**src/rtl/parity_pkg.sv**
```systemverilog
// Shared constants, types and helpers for the streaming parity generator/checker.
package parity_pkg;

    localparam int unsigned MODE_GEN   = 0;
    localparam int unsigned MODE_CHECK = 1;

    // Widest beat the helpers accept; narrower beats are zero-extended.
    localparam int unsigned MAX_DATA_W = 64;

    typedef enum logic [0:0] {
        IDLE = 1'b0,
        BODY = 1'b1
    } state_t;

    // Zero-extension leaves the XOR reduction unchanged.
    function automatic logic beat_parity(input logic [MAX_DATA_W-1:0] data, input logic odd);
        return (^data) ^ odd;
    endfunction

    function automatic int unsigned cnt_width(input int unsigned max_beats);
        return $clog2(max_beats + 1);
    endfunction

endpackage

```
**src/rtl/parity_stream_if.sv**
```systemverilog
// Input/output beat streams of the parity block, with DUT-side and source-side views.
interface parity_stream_if #(
    parameter int unsigned DATA_W = 8
);

    logic              s_valid;
    logic              s_ready;
    logic [DATA_W-1:0] s_data;
    logic              s_par;
    logic              s_last;

    logic              m_valid;
    logic              m_ready;
    logic [DATA_W-1:0] m_data;
    logic              m_par;
    logic              m_last;
    logic              m_frame_par;

    modport slave (
        input  s_valid, s_data, s_par, s_last, m_ready,
        output s_ready, m_valid, m_data, m_par, m_last, m_frame_par
    );

    modport master (
        output s_valid, s_data, s_par, s_last, m_ready,
        input  s_ready, m_valid, m_data, m_par, m_last, m_frame_par
    );

endinterface

```
**src/rtl/parity_reduce.sv**
```systemverilog
// Combinational beat parity: XOR of all data bits, inverted for odd parity.
module parity_reduce
    import parity_pkg::*;
#(
    parameter int unsigned DATA_W = 8
) (
    input  logic [DATA_W-1:0] i_data,
    input  logic              i_odd,
    output logic              o_par_c
);

    assign o_par_c = beat_parity(MAX_DATA_W'(i_data), i_odd);

endmodule

```
**src/rtl/parity_stream.sv**
```systemverilog
// Streaming per-beat and per-frame parity generator/checker with one output
// register stage and sticky beat-parity / frame-length error flags.
module parity_stream
    import parity_pkg::*;
#(
    parameter int unsigned DATA_W    = 8,
    parameter int unsigned MAX_BEATS = 16,
    parameter int unsigned CHECK     = 0
) (
    input  logic           clk,
    input  logic           areset_n,
    input  logic           cfg_odd,
    parity_stream_if.slave bus,
    output logic           err_beat,
    output logic           err_len,
    input  logic           err_clr
);

    localparam int unsigned       CNT_W   = cnt_width(MAX_BEATS);
    localparam logic [CNT_W-1:0]  CNT_MAX = CNT_W'(MAX_BEATS);
    localparam logic [CNT_W-1:0]  CNT_ONE = CNT_W'(1);

    state_t             r_state;
    state_t             w_state_nxt;
    logic               r_odd_lat;
    logic               w_odd_nxt;
    logic               r_frame_acc;
    logic               w_acc_nxt;
    logic [CNT_W-1:0]   r_beat_cnt;
    logic [CNT_W-1:0]   w_cnt_nxt;

    logic               w_accept;
    logic               w_odd_eff;
    logic               w_beat_par;
    logic               w_data_xor;
    logic               w_frame_par;
    logic               w_len_set;
    logic               w_beat_set;

    logic               r_m_valid;
    logic [DATA_W-1:0]  r_m_data;
    logic               r_m_par;
    logic               r_m_last;
    logic               r_m_frame_par;
    logic               r_err_beat;
    logic               r_err_len;

    // Ready depends only on the output register, never on s_valid.
    assign bus.s_ready = !r_m_valid || bus.m_ready;
    assign w_accept    = bus.s_valid && bus.s_ready;

    // The first beat of a frame uses the live cfg_odd; later beats use the latched copy.
    assign w_odd_eff   = (r_state == IDLE) ? cfg_odd : r_odd_lat;

    parity_reduce #(
        .DATA_W (DATA_W)
    ) u_reduce (
        .i_data  (bus.s_data),
        .i_odd   (w_odd_eff),
        .o_par_c (w_beat_par)
    );

    assign w_data_xor = w_beat_par ^ w_odd_eff;

    always_ff @(posedge clk or negedge areset_n) begin
        if (!areset_n) begin
            r_state <= IDLE;
        end else begin
            r_state <= w_state_nxt;
        end
    end

    always_comb begin
        w_state_nxt = r_state;
        w_odd_nxt   = r_odd_lat;
        w_acc_nxt   = r_frame_acc;
        w_cnt_nxt   = r_beat_cnt;
        w_len_set   = 1'b0;
        w_beat_set  = 1'b0;
        w_frame_par = 1'b0;

        if (w_accept) begin
            if (CHECK == MODE_CHECK) begin
                w_beat_set = (bus.s_par != w_beat_par);
            end

            case (r_state)
                IDLE: begin
                    w_odd_nxt   = cfg_odd;
                    w_acc_nxt   = w_data_xor;
                    w_cnt_nxt   = CNT_ONE;
                    w_state_nxt = bus.s_last ? IDLE : BODY;
                end
                BODY: begin
                    w_acc_nxt = r_frame_acc ^ w_data_xor;
                    // Counter saturates so an over-long frame keeps flagging instead of wrapping.
                    if (r_beat_cnt != CNT_MAX) begin
                        w_cnt_nxt = r_beat_cnt + CNT_ONE;
                    end
                    w_len_set = (r_beat_cnt == CNT_MAX) && !bus.s_last;
                    if (bus.s_last) begin
                        w_state_nxt = IDLE;
                    end
                end
                default: begin
                    w_state_nxt = IDLE;
                end
            endcase

            if (bus.s_last) begin
                w_frame_par = w_acc_nxt ^ w_odd_eff;
                w_cnt_nxt   = '0;
            end
        end
    end

    // Frame context registers.
    always_ff @(posedge clk or negedge areset_n) begin
        if (!areset_n) begin
            r_odd_lat   <= 1'b0;
            r_frame_acc <= 1'b0;
            r_beat_cnt  <= '0;
        end else begin
            r_odd_lat   <= w_odd_nxt;
            r_frame_acc <= w_acc_nxt;
            r_beat_cnt  <= w_cnt_nxt;
        end
    end

    // Single output stage; holds its contents while stalled.
    always_ff @(posedge clk or negedge areset_n) begin
        if (!areset_n) begin
            r_m_valid     <= 1'b0;
            r_m_data      <= '0;
            r_m_par       <= 1'b0;
            r_m_last      <= 1'b0;
            r_m_frame_par <= 1'b0;
        end else if (w_accept) begin
            r_m_valid     <= 1'b1;
            r_m_data      <= bus.s_data;
            r_m_par       <= w_beat_par;
            r_m_last      <= bus.s_last;
            r_m_frame_par <= w_frame_par;
        end else if (bus.m_ready) begin
            r_m_valid     <= 1'b0;
        end
    end

    // Sticky error flags; a new error takes priority over a clear.
    always_ff @(posedge clk or negedge areset_n) begin
        if (!areset_n) begin
            r_err_beat <= 1'b0;
            r_err_len  <= 1'b0;
        end else begin
            if (w_beat_set) begin
                r_err_beat <= 1'b1;
            end else if (err_clr) begin
                r_err_beat <= 1'b0;
            end
            if (w_len_set) begin
                r_err_len <= 1'b1;
            end else if (err_clr) begin
                r_err_len <= 1'b0;
            end
        end
    end

    assign bus.m_valid     = r_m_valid;
    assign bus.m_data      = r_m_data;
    assign bus.m_par       = r_m_par;
    assign bus.m_last      = r_m_last;
    assign bus.m_frame_par = r_m_frame_par;
    assign err_beat        = r_err_beat;
    assign err_len         = r_err_len;

endmodule

```
**src/flat_wrapper.sv**
```systemverilog
// flat-port wrapper written by rule: the top's interface ports become plain ports
module parity_stream_flat import parity_pkg::*;
#(
    parameter int unsigned DATA_W    = 8,
    parameter int unsigned MAX_BEATS = 16,
    parameter int unsigned CHECK     = 0
)
  (clk, areset_n, cfg_odd, err_beat, err_len, err_clr, bus_s_valid, bus_s_data, bus_s_par, bus_s_last, bus_m_ready, bus_s_ready, bus_m_valid, bus_m_data, bus_m_par, bus_m_last, bus_m_frame_par);
  parity_stream_if #(.DATA_W(DATA_W)) bus_i ();
  input  logic clk;
  input  logic areset_n;
  input  logic cfg_odd;
  output logic err_beat;
  output logic err_len;
  input  logic err_clr;
  input wire logic [$bits(bus_i.s_valid)-1:0] bus_s_valid;
  input wire logic [$bits(bus_i.s_data)-1:0] bus_s_data;
  input wire logic [$bits(bus_i.s_par)-1:0] bus_s_par;
  input wire logic [$bits(bus_i.s_last)-1:0] bus_s_last;
  input wire logic [$bits(bus_i.m_ready)-1:0] bus_m_ready;
  output wire logic [$bits(bus_i.s_ready)-1:0] bus_s_ready;
  output wire logic [$bits(bus_i.m_valid)-1:0] bus_m_valid;
  output wire logic [$bits(bus_i.m_data)-1:0] bus_m_data;
  output wire logic [$bits(bus_i.m_par)-1:0] bus_m_par;
  output wire logic [$bits(bus_i.m_last)-1:0] bus_m_last;
  output wire logic [$bits(bus_i.m_frame_par)-1:0] bus_m_frame_par;
  assign bus_i.s_valid = bus_s_valid;
  assign bus_i.s_data = bus_s_data;
  assign bus_i.s_par = bus_s_par;
  assign bus_i.s_last = bus_s_last;
  assign bus_i.m_ready = bus_m_ready;
  assign bus_s_ready = bus_i.s_ready;
  assign bus_m_valid = bus_i.m_valid;
  assign bus_m_data = bus_i.m_data;
  assign bus_m_par = bus_i.m_par;
  assign bus_m_last = bus_i.m_last;
  assign bus_m_frame_par = bus_i.m_frame_par;
  parity_stream #(.DATA_W(DATA_W), .MAX_BEATS(MAX_BEATS), .CHECK(CHECK)) u_core (.clk(clk), .areset_n(areset_n), .cfg_odd(cfg_odd), .bus(bus_i), .err_beat(err_beat), .err_len(err_len), .err_clr(err_clr));
endmodule
```
**config.mk**
```make
export PLATFORM = sky130hd
export DESIGN_NAME = parity_stream_flat
export DESIGN_NICKNAME = d
export VERILOG_FILES = /design/src/rtl/parity_pkg.sv /design/src/rtl/parity_stream_if.sv /design/src/rtl/parity_reduce.sv /design/src/rtl/parity_stream.sv /design/src/flat_wrapper.sv
export SDC_FILE = /design/constraint.sdc
export NUM_CORES = 1
export LEC_CHECK = 0
export CORE_ASPECT_RATIO = 1.1
export CORE_UTILIZATION = 38
export DETAILED_ROUTE_END_ITERATION = 10
export PLACE_DENSITY_LB_ADDON = 0.25
export SYNTH_ARGS = -nofsm -noshare
export SYNTH_HDL_FRONTEND = slang
export SYNTH_HIERARCHICAL = 1
export SYNTH_SLANG_ARGS = --single-unit
export TNS_END_PERCENT = 5
```
**constraint.sdc**
```tcl
create_clock -name clk -period 4.32 [get_ports clk]
set_input_delay 0.864 -clock clk [delete_from_list [all_inputs] [get_ports clk]]
set_output_delay 0.864 -clock clk [all_outputs]
set_load 0.1 [all_outputs]
```
==> run_results.csv, run 1 <==
group,metric,value,unit
pwr,intPower,0.355,mW
synth,synth_top_area_share,49.6,%
route,num_vias,821,
sta,max_slew.worst_pin.slew,0.972,ns
critical_path,max_stage_delay,1.13,ns
synth,syn_nets,131,
final_layout,layout_common_cells,"38 x nand2_1, 27 x clkdlybuf4s50_1, 21 x dfrtp_1",
sta,finalMaxSlewViolations,0,
critical_path,setup.worst_path.start,"u_core/bus.m_data[7]",
grt,grt-ovfl-total,0,
placement,gp_congestion,0.666,
critical_path,cp_data_arrival_time,1.80,ns
synth,synth_cells,113,
final_layout,regArea,526,um2
final_layout,drive_above_1_share,6.38,%
route,via_per_inst,4.77,
cts,cts_tree,"done",
final_layout,diodes,0,
route,drt_wl_total,1920,um
placement,dp_cells,168,
floorplan,die_w,52.3,um
route,wl_per_cell,11.2,um
critical_path,critPathBufInv,1,
sta,hold_violations,0,
synth,ys_warn_count,6,
pwr,power_frac_comb,48.2,%
grt,grtUsageTotal,14.8,%
pwr,power_switching,0.295,mW
pwr,p_clk_share,14.1,%
route,drc,0,
floorplan,dieArea,0.00300,mm2
cts,cts_root_buffer,"clkbuf_4",
sta,fin_setup_tns,0,ns
critical_path,cp_top_family,"buffers and inverters",
grt,grt_pass1_vias,753,
cts,cts_buffers,3,
critical_path,reg2regPathDepth,7,
synth,yosysUniqueCellTypes,28,
floorplan,pin_count,31,
cts,cts_resized,0,
hold_path,min_path_cells,2,
cts,insertion_delay,0.30,ns
synth,synth_area_leaders,"dfrtp_1 50%, nand2_1 13%, o21ai_0 4.3%, xnor2_1 3.3%, xnor2_2 3.1%",
critical_path,reg2reg_from,"u_core/r_state",
hold_path,min_to,"u_core/bus.m_data[2]",
critical_path,path_class,"reg2out",
pwr,seq_power_share,37.7,%
final_layout,area_growth,30.3,%
critical_path,timing.rr.end,"u_core/r_frame_acc",
sta,post-route-period-util,61.6,%
grt,grt_pass1_wl,3250,um
placement,dp_hpwl,1400,um
floorplan,die_h,57.4,um
cts,clockBufferDepth,2,
route,ant_nets,0,
floorplan,rows,19,
route,dr.pass1.iters,4,
sta,fin_crit,2.66,ns
sta,skew,0.00235,ns
cts,postCtsSetupBuffers,0,
critical_path,rrSetupSlack,2.17,ns
floorplan,start_util,41.2,%
synth,syn_area,0.00106,mm2
sta,max_clock_freq,376,MHz
outcome,outcome,"completed",
critical_path,path_cells,"clkdlybuf4s50_1",
critical_path,slowest_stage,"clkdlybuf4s50_1",
final_layout,fillCellCount,245,
hold_path,hold_start,"u_core/bus.m_data[2]",
pwr,powerDensity,471,mW/mm2
critical_path,worstSetupStartpointType,"flop",
sta,rsz0062_at_grt,"no",
critical_path,crit_path_end_kind,"output port",
sta,slew_headroom,35.0,%
placement,numPortBuffers,28,
final_layout,final_nets,160,
floorplan,core_area,0.00257,mm2
synth,ys_seq_area_share,49.6,%
grt,grt_max_degree,23,
cts,clock_sinks,21,
pwr,p_leak,0.637,nW
flow_run,maxCapViolCount,0,
route,drtIter0Drc,20,
pwr,switching_share,45.4,%
pwr,peakVddDrop,0.000338,V
grt,antenna_found_initial,0,
critical_path,required,3.46,ns
synth,synth_top_area_cell,"dfrtp_1",
final_layout,fin_cells,172,
sta,setup_viol,0,
cts,htree_levels,1,
final_layout,multi_input_area,492,um2
hold_path,min_path_type,"reg2reg",
synth,synth.avg_cell_area,9.37,um2
cts,holdBufCountCts,0,
final_layout,layout_commonest_cell,"nand2_1",
critical_path,cp_max_fo,2,
cts,path_clk_slew,0.11,ns
synth,synth-seq-cells,21,
-- stage by stage --
step                      worst slack [ns]  area (um2)  hold slack (ns)  util [%]  total power [mW]
after floorplan                       1.68        1060            0.445         -             0.490
after global placement                1.45        1350            0.457      52.7             0.559
after detailed placement              1.43        1350            0.462      52.7             0.564
after CTS                             1.63        1380            0.491      53.7             0.659
after global routing                  1.59        1380            0.520      53.7             0.683
final                                 1.66        1380            0.483      53.7             0.650
-- worst max path at each step --
stage	to	cells after the start	slack (ns)
after floorplan	u_core/r_beat_cnt[0]	5	1.68
after global placement	u_core/r_frame_acc	8	1.45
after detailed placement	u_core/r_frame_acc	8	1.43
after CTS	bus_m_data[4]	1	1.63
after global routing	bus_m_valid	1	1.59
final	bus_m_data[7]	1	1.66
-- cell usage after synthesis, drive strengths merged --
cell	number
nand2	38
dfrtp	21
o21ai	9
xnor2	6
inv	5
buf	4
and2	3
nand2b	3
nand3	3
nor2	3
ha	2
o31ai	2
xor2	2
a211oi	1
a21oi	1
a31oi	1
conb	1
mux2	1
nand4bb	1
nor2b	1
nor3	1
o22a	1
o22ai	1
or2b	1
xnor3	1
-- cells by family (layout without fill, tap and decap cells) --
family,Yosys count,count (layout),share of synthesized area (%)
compound gates,16,16,9.34
mux,1,1,1.42
simple gates,54,54,22.8
fa+ha+maj,2,2,2.36
other cells,1,1,0.354
xor+xnor,9,9,10.2
flops,21,21,49.6
buf+inv,9,37,3.90
-- power by group through the flow --
stage	Clock [mW]	Combinational (mW)	Sequential [mW]
final	0.0918	0.313	0.245
after global routing	0.102	0.331	0.249
after CTS	0.0982	0.316	0.245
after detailed placement	0	0.315	0.249
after global placement	0	0.311	0.248
after floorplan	0	0.102	0.388
-- registers in the layout, summed over array words and instances (netlist names) --
register	count
u_core/bus.m_valid	1
u_core/r_odd_lat	1
u_core/bus.m_last	1
u_core/r_frame_acc	1
u_core/r_beat_cnt	5
u_core/bus.m_data	8
u_core/r_state	1
u_core/err_len	1
u_core/bus.m_par	1
u_core/bus.m_frame_par	1
-- worst min-delay path, delay by kind of cell (launching register included) --
| family | cells | cell delay [ns] |
|---|---|---|
| flip-flops | 1 | 0.36 |
| AND/OR/NAND/NOR | 2 | 0.10 |
-- cell type report --
cell class                 count  area share (%)
sequential                    21            38.1
tap                           31            2.81
timing repair buffer          28            20.1
inverter                       5            1.36
clock buffer                   4            1.91
multi-input combinational     83            35.7
-- metal layers --
layer	track usage (%)	vias up	share of wire, %
li1	-	419	-
met1	19.2	375	48
met2	23.0	23	45
met3	3.47	4	5.5
met4	6.77	0	2.1
met5	0	-	0
Note: power is estimated with default switching activity, not from simulation.
==> inputs of run 2 (changes only) <==
Clock period 4.32 ns to 2.3 ns, I/O delays scaled along.
==> run 2 against run 1 <==
Net effect: first-iteration DRC count decreased by 55%; clock-buffer cell count decreased by 1; worst hold slack got worse by 0.0084 ns; combinational power increased by 94%; global-route usage increased by 0.12 points; cell area increased by 2.1%; worst setup slack got worse by 1.4 ns; final cell count increased by 3.5%; critical path type is now in2reg.
==> run_results.csv, run 2 (synthesized netlist as in run 1, its figures left out) <==
group,metric,value,unit
outcome,outcome,"completed",
route,drt_wl_total,2020,um
route,drtIter0Drc,9,
floorplan,die_h,57.4,um
floorplan,rows,19,
pwr,peakVddDrop,0.000499,V
placement,pre_cts_slack,-0.0343,ns
pwr,powerDensity,887,mW/mm2
sta,hold_violations,0,
critical_path,rrSetupSlack,0.30,ns
critical_path,cp_max_fo,3,
final_layout,drive_above_1_share,20.4,%
grt,grt_pass1_vias,830,
final_layout,layout_common_cells,"38 x nand2_1, 21 x dfrtp_1, 19 x buf_4",
final_layout,layout_commonest_cell,"nand2_1",
route,drc,0,
cts,clockBufferDepth,2,
final_layout,diodes,0,
placement,gp_congestion,0.672,
sta,setup_viol,0,
floorplan,core_area,0.00257,mm2
pwr,total_power,1.25,mW
cts,postCtsSetupBuffers,0,
grt,grt_pass1_wl,3330,um
floorplan,pin_count,31,
cts,cts_root_buffer,"clkbuf_4",
sta,max_clock_freq,498,MHz
sta,finalWorstSetupSlack,0.293,ns
final_layout,final_nets,166,
critical_path,setup.worst_path.start,"cfg_odd",
cts,path_clk_slew,0.12,ns
final_layout,area_growth,33.0,%
route,ant_nets,0,
placement,dp_hpwl,1630,um
sta,skew,0.00466,ns
route,num_vias,855,
critical_path,cp_data_arrival_time,2.24,ns
critical_path,reg2reg_from,"u_core/r_state",
cts,cts_resized,0,
sta,fin_crit,2.01,ns
cts,clock_sinks,21,
floorplan,dieArea,0.00300,mm2
sta,rsz0062_at_grt,"no",
critical_path,required,2.53,ns
cts,cts_tree,"done",
critical_path,crit_path_end_kind,"flop",
critical_path,worstSetupStartpointType,"primary input",
pwr,p_leak,0.690,nW
flow_run,maxCapViolCount,0,
sta,finalMaxSlewViolations,0,
grt,antenna_found_initial,0,
cts,holdBufCountCts,0,
cts,cts_buffers,3,
route,via_per_inst,4.80,
sta,post-route-period-util,87.3,%
hold_path,min_path_type,"in2async",
placement,numPortBuffers,28,
final_layout,largest_register_ffs,8,
cts,htree_levels,1,
floorplan,die_w,52.3,um
critical_path,path_class,"in2reg",
floorplan,start_util,41.2,%
grt,grt_max_degree,22,
route,dr.pass1.iters,2,
critical_path,reg2regPathDepth,8,
grt,grtUsageTotal,14.9,%
route,wl_per_cell,11.4,um
cts,insertion_delay,0.31,ns
grt,grt-ovfl-total,0,
run 2: cell count changes in the layout (fill, tap and decap cells not counted):
cell             delta
buf_4              +18
clkdlybuf4s50_1    -13
buf_12              +1
clkbuf_1            -1
clkinv_2            +1
nand2b_1            -1
nand2b_2            +1
run 2: layout make-up:
cell class	instances	area, um2
tap	31	38.8
multi-input combinational	83	494
sequential	21	526
inverter	5	18.8
fill	248	1160
timing repair buffer	34	303
clock inverter	1	5.00
clock buffer	3	22.5
run 2: per-layer routing:
layer | up-vias | global-route usage, % | share of wire (%)
met1 | 399 | 20.3 | 48
met4 | 0 | 6.39 | 1.2
met2 | 20 | 23.0 | 47
met3 | 4 | 2.67 | 4.2
met5 | - | 0 | 0
li1 | 432 | - | -
run 2: final timing paths:
path | to
hold / removal | u_core/err_len
hold reg to reg | u_core/bus.m_data[2]
setup / recovery | u_core/r_frame_acc
min in group clk | u_core/bus.m_data[2]
max in group asynchronous | u_core/bus.m_data[0]
setup reg to reg | u_core/r_frame_acc
run 2: critical path, stage by stage:
cell and delay [ns]:
clkdlybuf4s50_1 0.41, mux2_4 0.28, xnor2_1 0.16, xnor3_1 0.24, xnor2_1 0.13, buf_4 0.15
xnor2_2 0.19, nor3_2 0.06, a211oi_2 0.14
run 2: per-stage QoR:
step | utilization [%] | cells | hold WS, ns | area (um2) | TNS, ns
final | 54.8 | 178 | 0.475 | 1410 | 0
after global placement | 53.8 | 174 | 0.459 | 1380 | 0
after floorplan | - | 113 | 0.164 | 1060 | 0
after CTS | 54.8 | 178 | 0.483 | 1410 | 0
after global routing | 54.8 | 178 | 0.496 | 1410 | 0
after detailed placement | 53.8 | 174 | 0.471 | 1380 | -0.0343
run 2: report_power, final:
part / internal (mW) / switching [mW] / total [mW]
clock: 0.0649 / 0.115 / 0.180
combinational: 0.188 / 0.419 / 0.607
sequential: 0.424 / 0.0382 / 0.462
total: 0.677 / 0.572 / 1.25
